--- src/rtl/multicycle_pkg.sv ---
// Shared encodings for the multi-cycle RV32-subset sequencer.
// Latency: n/a (types and constants only).
// Backpressure: n/a.
package multicycle_pkg;

    typedef enum logic [2:0] {
        FETCH  = 3'd0,
        DECODE = 3'd1,
        EXEC   = 3'd2,
        MEM    = 3'd3,
        WB     = 3'd4,
        TRAP   = 3'd5
    } state_t;

    localparam logic [6:0] OP_LOAD   = 7'b0000011;
    localparam logic [6:0] OP_STORE  = 7'b0100011;
    localparam logic [6:0] OP_BRANCH = 7'b1100011;
    localparam logic [6:0] OP_RTYPE  = 7'b0110011;
    localparam logic [6:0] OP_ITYPE  = 7'b0010011;

    localparam logic [1:0] ALU_ADD  = 2'b00;
    localparam logic [1:0] ALU_SUB  = 2'b01;
    localparam logic [1:0] ALU_FUNC = 2'b10;

    localparam logic [1:0] CAUSE_NONE    = 2'b00;
    localparam logic [1:0] CAUSE_ILLEGAL = 2'b01;
    localparam logic [1:0] CAUSE_TIMEOUT = 2'b10;

endpackage

--- src/rtl/multicycle_control_opclass.sv ---
// mc_opclass: one-hot classification of the 7-bit opcode; illegal when no class matches.
// Latency: combinational.
// Backpressure: none.
module mc_opclass
    import multicycle_pkg::*;
(
    input  logic [6:0] opcode,
    output logic       is_load,
    output logic       is_store,
    output logic       is_branch,
    output logic       is_alu_r,
    output logic       is_alu_i,
    output logic       illegal
);

    always_comb begin
        is_load   = 1'b0;
        is_store  = 1'b0;
        is_branch = 1'b0;
        is_alu_r  = 1'b0;
        is_alu_i  = 1'b0;
        illegal   = 1'b0;
        case (opcode)
            OP_LOAD:   is_load   = 1'b1;
            OP_STORE:  is_store  = 1'b1;
            OP_BRANCH: is_branch = 1'b1;
            OP_RTYPE:  is_alu_r  = 1'b1;
            OP_ITYPE:  is_alu_i  = 1'b1;
            default:   illegal   = 1'b1;
        endcase
    end

endmodule

--- src/rtl/multicycle_control.sv ---
// multicycle_control: FETCH-DECODE-EXEC-MEM-WB sequencer; MULTICYCLE_PERF_EN adds perf_cycles/perf_instret.
// Latency: beq 3+A, R/I-type 4+A, sw 4+2A, lw 5+2A cycles (A = cycles waiting for mem_ack).
// Backpressure: mem_req held until mem_ack; MEM_TIMEOUT unacknowledged cycles park the core in TRAP.
module multicycle_control
    import multicycle_pkg::*;
#(
    parameter int MEM_TIMEOUT = 255,
    parameter int CNT_W       = 32
) (
    input  logic             clk,
    input  logic             reset_n,
    input  logic             run,
    input  logic [31:0]      instr,
    input  logic             alu_zero,
    input  logic             mem_ack,
    output logic             mem_req,
    output logic             mem_we,
    output logic             mem_iord,
    output logic             ir_write,
    output logic             pc_write,
    output logic             pc_src,
    output logic             alu_src,
    output logic [1:0]       alu_oper,
    output logic             reg_write,
    output logic             mem_to_reg,
    output logic             instr_done,
    output logic             trap,
`ifdef MULTICYCLE_PERF_EN
    output logic [CNT_W-1:0] perf_cycles,
    output logic [CNT_W-1:0] perf_instret,
`endif
    output logic [1:0]       trap_cause
);

    localparam int TW = (MEM_TIMEOUT < 2) ? 1 : $clog2(MEM_TIMEOUT + 1);
    localparam logic [TW-1:0] TMO_LAST = TW'((MEM_TIMEOUT > 0) ? MEM_TIMEOUT - 1 : 0);

    state_t        state;
    logic          started;
    logic          fetch_pend;
    logic [TW-1:0] tmo_cnt;

    logic is_load, is_store, is_branch, is_alu_r, is_alu_i, illegal;
    logic fetch_req, wait_cyc, tmo_hit;
    logic unused_instr;

    assign unused_instr = ^instr[31:7];

    mc_opclass u_opclass (
        .opcode    (instr[6:0]),
        .is_load   (is_load),
        .is_store  (is_store),
        .is_branch (is_branch),
        .is_alu_r  (is_alu_r),
        .is_alu_i  (is_alu_i),
        .illegal   (illegal)
    );

    // started keeps FETCH quiet while reset is held, even with run=1;
    // fetch_pend keeps an issued fetch request alive if run drops before the ack.
    assign fetch_req = (state == FETCH) && started && (run || fetch_pend);
    assign wait_cyc  = mem_req && !mem_ack;
    assign tmo_hit   = (MEM_TIMEOUT != 0) && wait_cyc && (tmo_cnt == TMO_LAST);

    always_ff @(posedge clk or negedge reset_n) begin
        if (!reset_n) begin
            state      <= FETCH;
            started    <= 1'b0;
            fetch_pend <= 1'b0;
            tmo_cnt    <= '0;
            trap_cause <= CAUSE_NONE;
        end else begin
            started    <= 1'b1;
            fetch_pend <= (state == FETCH) && wait_cyc;
            tmo_cnt    <= (wait_cyc && MEM_TIMEOUT != 0) ? tmo_cnt + 1'b1 : '0;
            case (state)
                FETCH: begin
                    if (tmo_hit) begin
                        state      <= TRAP;
                        trap_cause <= CAUSE_TIMEOUT;
                    end else if (fetch_req && mem_ack) begin
                        state <= DECODE;
                    end
                end
                DECODE: begin
                    if (illegal) begin
                        state      <= TRAP;
                        trap_cause <= CAUSE_ILLEGAL;
                    end else begin
                        state <= EXEC;
                    end
                end
                EXEC: begin
                    if (is_load || is_store)
                        state <= MEM;
                    else if (is_alu_r || is_alu_i)
                        state <= WB;
                    else
                        state <= FETCH;
                end
                MEM: begin
                    if (tmo_hit) begin
                        state      <= TRAP;
                        trap_cause <= CAUSE_TIMEOUT;
                    end else if (mem_ack) begin
                        state <= is_load ? WB : FETCH;
                    end
                end
                WB:      state <= FETCH;
                TRAP:    state <= TRAP;
                default: state <= FETCH;
            endcase
        end
    end

    // State decode; ir_write/pc_write/instr_done additionally qualify on mem_ack/alu_zero.
    always_comb begin
        mem_req    = 1'b0;
        mem_we     = 1'b0;
        mem_iord   = 1'b0;
        ir_write   = 1'b0;
        pc_write   = 1'b0;
        pc_src     = 1'b0;
        alu_src    = 1'b0;
        alu_oper   = ALU_ADD;
        reg_write  = 1'b0;
        mem_to_reg = 1'b0;
        instr_done = 1'b0;
        case (state)
            FETCH: begin
                mem_req  = fetch_req;
                ir_write = fetch_req && mem_ack;
                pc_write = fetch_req && mem_ack;
            end
            EXEC: begin
                if (is_load || is_store) begin
                    alu_src  = 1'b1;
                    alu_oper = ALU_ADD;
                end
                if (is_branch) begin
                    alu_oper   = ALU_SUB;
                    pc_src     = 1'b1;
                    pc_write   = alu_zero;
                    instr_done = 1'b1;
                end
                if (is_alu_r)
                    alu_oper = ALU_FUNC;
                if (is_alu_i) begin
                    alu_src  = 1'b1;
                    alu_oper = ALU_FUNC;
                end
            end
            MEM: begin
                mem_req    = 1'b1;
                mem_iord   = 1'b1;
                mem_we     = is_store;
                instr_done = is_store && mem_ack;
            end
            WB: begin
                reg_write  = 1'b1;
                mem_to_reg = is_load;
                instr_done = 1'b1;
            end
            default: ;
        endcase
    end

    assign trap = (state == TRAP);

`ifdef MULTICYCLE_PERF_EN
    always_ff @(posedge clk or negedge reset_n) begin
        if (!reset_n) begin
            perf_cycles  <= '0;
            perf_instret <= '0;
        end else begin
            if (state != TRAP)
                perf_cycles <= perf_cycles + 1'b1;
            if (instr_done)
                perf_instret <= perf_instret + 1'b1;
        end
    end
`else
    localparam int UNUSED_CNT_W = CNT_W;
`endif

endmodule

--- config.mk ---
export PLATFORM = sky130hd
export DESIGN_NAME = multicycle_control
export DESIGN_NICKNAME = d
export VERILOG_FILES = /design/src/rtl/multicycle_pkg.sv /design/src/rtl/multicycle_control_opclass.sv /design/src/rtl/multicycle_control.sv
export SDC_FILE = /design/constraint.sdc
export NUM_CORES = 1
export LEC_CHECK = 0
export CAP_MARGIN = 10
export CORE_UTILIZATION = 39
export CTS_CLUSTER_DIAMETER = 150
export DETAILED_ROUTE_END_ITERATION = 10
export GPL_TIMING_DRIVEN = 0
export MAX_ROUTING_LAYER = met4
export PLACE_DENSITY = 0.8
export SLEW_MARGIN = 25
export SYNTH_ARGS = -nofsm -noshare
export SYNTH_HDL_FRONTEND = slang
export SYNTH_SLANG_ARGS = --single-unit
--- constraint.sdc ---
create_clock -name clk -period 2.04 [get_ports clk]
set_input_delay 0.408 -clock clk [delete_from_list [all_inputs] [get_ports clk]]
set_output_delay 0.408 -clock clk [all_outputs]
set_load 0.02 [all_outputs]
==> impl_summary.txt <==
----------------------------------------------------
[Clocking]
  Clock slew seen by the registers of the worst setup and hold paths ... about 0.080 ns
  Skew-Pair Late Insertion Delay ... about 0.28 ns
  Number of buffers inserted for hold repair after clock tree synthesis ... 0
  Maximum buffer depth of the clock tree ... 2
  Clock tree from TritonCTS ... done
  Number of sinks handled by clock tree synthesis ... 15
  CTS buffer count ... 3
  Clk Tree Root Cell ... sky130_fd_sc_hd__clkbuf_4
  H-tree depth ... 1

[STA]
  Post-route fraction of the period consumed by the critical path ... 1.00
  Worst Slack Setup Final ... -0.00336 ns
  Slew Limit Fails ... 0
  Maximum operating frequency ... about 490 MHz
  Setup repair after global routing missed its margin ... yes
  Tmin final ... 2.04 ns
  Final number of hold-violating endpoints ... 0
  Worst max-slew margin expressed relative to the limit ... 0.576
  Final Skew ... a little under 0.002 ns
  Transition time at the pin with the least slew margin ... about 0.63 ns
  Setup violations, final ... 1

[Yosys]
  EDFF count, synth ... 0
  Sequential-to-total area share from yosys stat ... 0.370
  Library cell with the highest instance count after synthesis ... sky130_fd_sc_hd__dfrtp_1
  Post-Syn Nets ... about 140
  Flip-flop and latch count after synthesis ... 15
  Most common flop cell mapped by yosys ... sky130_fd_sc_hd__dfrtp_1
  Top cells by area, synth ... sky130_fd_sc_hd__dfrtp_1 37%, sky130_fd_sc_hd__nor2_1 4.4%, sky130_fd_sc_hd__xor2_1 4.3%, sky130_fd_sc_hd__nor4_4 4.2%, sky130_fd_sc_hd__nand4bb_4 2.7%
  Post-Synthesis Cell Area ... about 1000 µm²
  Post-synthesis async set-or-reset flop share ... 1.00
  Post-Syn Area per Cell ... between 9 and 10 µm²
  Post-synth cell types ... between 50 and 60
  Count of mapped cells out of synthesis ... 103
  Biggest area consumer among synthesized cells ... sky130_fd_sc_hd__dfrtp_1
  Number of warning messages in the yosys log ... 0
  List of most frequent post-synthesis cells ... 15 x sky130_fd_sc_hd__dfrtp_1, 12 x sky130_fd_sc_hd__nor2_1
  Yosys top cell area share ... 0.370

[Cells and area]
  Ratio of cells with drive above 1 in the final layout ... 0.333
  Area taken by flip-flops and latches ... 375 µm²
  Cell area after layout ... 1470 µm²
  Footprint of the multi-input gates ... approximately 630 µm²
  Post-Route Utilization ... 0.597
  Area overhead of the layout relative to synthesis ... 44.7%
  Fillers ... between 200 and 250
  Non-filler cells, final ... approximately 170
  Antenna diode count ... 0
  Net count, final ... 184

[Status]
  Violated checks ... setup timing
  Status ... finished with violations

[Detailed routing]
  Wirelength per Cell ... between 10 and 15 µm
  Routed wire length ... between 2000 and 2500 µm
  Antenna Nets Post-Route ... 0
  Routed wl met2 ... roughly 1200 µm
  Total via count after detailed routing ... 922
  DRC violation total after the first TritonRoute iteration ... 9
  Met1 routed wirelength after detailed routing ... roughly 940 µm
  Top routing layer in use ... met4
  Detailed route wirelength on metal3 ... 142 µm
  Detailed Routing Iterations Pass 1 ... 4
  DRC violation count after routing ... 0
  Via-per-instance ratio ... approximately 5.3

[Floorplanning]
  Die H ... 53.0 µm
  Initial standard-cell utilization of the core ... 0.413
  Die area ... between 2000 and 3000 µm²
  Overall die width ... around 53 µm
  Placeable core area ... between 2000 and 2500 µm²
  Row cnt ... 18
  Number of top-level pins ... 52

[Place]
  Instance area at placement ... around 1300 µm²
  Placed Cells incl. Taps ... ~160
  Count of buffers from port buffering ... 25
  Detailed Place HPWL ... about 1600 µm
  RePlAce Congestion ... approximately 0.8

[Pwr]
  Power per standard cell area ... 352 nW/µm²
  IR Drop Worst-Case VDD ... between 0.3 and 0.4 mV
  Static Leakage ... 0.623 nW

[Global route]
  Number of global-route vias before repair ... 874
  Overall global routing resource usage ... 0.189
  Sum of overflow across all layers after global routing ... 0
  Maximum number of pins on one net before global-route repair ... 16
  Antenna violations before repair ... 0
  Wire length of the first global-routing pass ... around 3800 µm

[Critical path]
  Startpoint kind of the worst setup timing path ... flip-flop
  Critical path arrival ... 1.64 ns
  Max Fanout on Critical Path ... 6
  Critical path endpoint category ... output port
  Critical path data required time ... between 1.5 and 2 ns
  Critical path class ... reg2out

[Hold path]
  Classification of the worst-slack hold path ... reg2reg

[Flow run]
  Max capacitance violation total ... 0

----------------------------------------------------
## worst paths after layout
path                                           startpoint                   endpoint  slack (ns)  cells after the start
max in group asynchronous                         reset_n  trap_cause[1]$_DFFE_PN0P_        1.12                      1
worst min-delay path            trap_cause[0]$_DFFE_PN0P_  trap_cause[0]$_DFFE_PN0P_        0.50                      1
worst max-delay path                 state[2]$_DFFE_PN0P_                 instr_done      -0.003                      6
worst max register to register       state[0]$_DFFE_PN0P_  trap_cause[0]$_DFFE_PN0P_        0.46                      6
worst min register to register  trap_cause[0]$_DFFE_PN0P_  trap_cause[0]$_DFFE_PN0P_        0.50                      1
min in group asynchronous                         reset_n       tmo_cnt[3]$_DFF_PN0_        0.51                      1
## per-stage QoR
step                total power [mW]  hold WS (ns)  worst slack [ns]  setup TNS (ns)
finish                         0.516         0.500          -0.00336        -0.00336
global route                   0.541         0.517           -0.0726          -0.152
floorplan                      0.325         0.112            0.0219               0
detailed placement             0.360         0.483            -0.797           -6.18
CTS                            0.522         0.501           -0.0749          -0.101
global placement               0.359         0.476            -0.747           -5.82
## per-layer routing
metal / GRT usage / up-vias
met5: - / -
met4: 0.0789 / 0
met3: 0.0115 / 5
met2: 0.327 / 28
met1: 0.226 / 435
li1: - / 454
## cells by family (layout without fill, tap and decap cells)
family | after synthesis | count (layout) | synth area share
xor+xnor | 6 | 6 | 0.0519
flops | 15 | 15 | 0.370
fa+ha+maj | 2 | 2 | 0.0247
buf+inv | 11 | 52 | 0.0543
simple gates | 49 | 49 | 0.340
compound gates | 18 | 18 | 0.146
mux | 1 | 1 | 0.00988
other cells | 1 | 1 | 0.00370
## layout make-up
type / count / area share
inverter: 6 / 0.0154
buffer: 5 / 0.0375
tap: 30 / 0.0256
sequential: 15 / 0.256
clock buffer: 4 / 0.0179
timing repair buffer: 37 / 0.217
multi-input combinational: 77 / 0.431
## critical path, stage by stage, from the launching register on
cell and delay (ns):
sky130_fd_sc_hd__dfrtp_1 0.41, sky130_fd_sc_hd__buf_6 0.14, sky130_fd_sc_hd__nand4b_1 0.21, sky130_fd_sc_hd__nor4_4 0.21, sky130_fd_sc_hd__nand4_1 0.14, sky130_fd_sc_hd__nand3b_1 0.12
sky130_fd_sc_hd__buf_6 0.12
## sequential cells by signal (all words and copies together) (netlist names)
signal / count
trap_cause: 2
started: 1
fetch_pend: 1
tmo_cnt: 8
state: 3
## cell usage in the layout, fill, tap and decap left out, types with 3 or more instances in the layout
| cell | netlist | routed |
|---|---|---|
| sky130_fd_sc_hd__dlygate4sd2_1 | 0 | 8 |
| sky130_fd_sc_hd__nor2_1 | 12 | 12 |
| sky130_fd_sc_hd__nor3_1 | 5 | 5 |
| sky130_fd_sc_hd__buf_6 | 1 | 5 |
| sky130_fd_sc_hd__nand3_1 | 3 | 3 |
| sky130_fd_sc_hd__nand4_1 | 3 | 3 |
| sky130_fd_sc_hd__xor2_1 | 5 | 5 |
| sky130_fd_sc_hd__buf_4 | 1 | 16 |
| sky130_fd_sc_hd__clkbuf_4 | 0 | 3 |
| sky130_fd_sc_hd__clkdlybuf4s50_1 | 0 | 5 |
| sky130_fd_sc_hd__dfrtp_1 | 15 | 15 |
| sky130_fd_sc_hd__nor4_4 | 2 | 3 |
| sky130_fd_sc_hd__nand2_1 | 5 | 4 |
| sky130_fd_sc_hd__inv_1 | 5 | 5 |
## timing repair
item                                    CTS  global route
pin swaps                                 7             6
setup buffers                             9             3
endpoints found under the setup margin   13             9
gates cloned                              0             0
gates resized for setup                  67            10
## where the power goes
group / internal [mW] / switching (mW) / total, mW / leakage [nW]
clock: 0.0759 / 0.0870 / 0.163 / 0.0150
combinational: 0.0253 / 0.0287 / 0.0539 / 0.416
sequential: 0.299 / 0.000839 / 0.300 / 0.192
No activity file was read; power rests on OpenSTA's default activity.
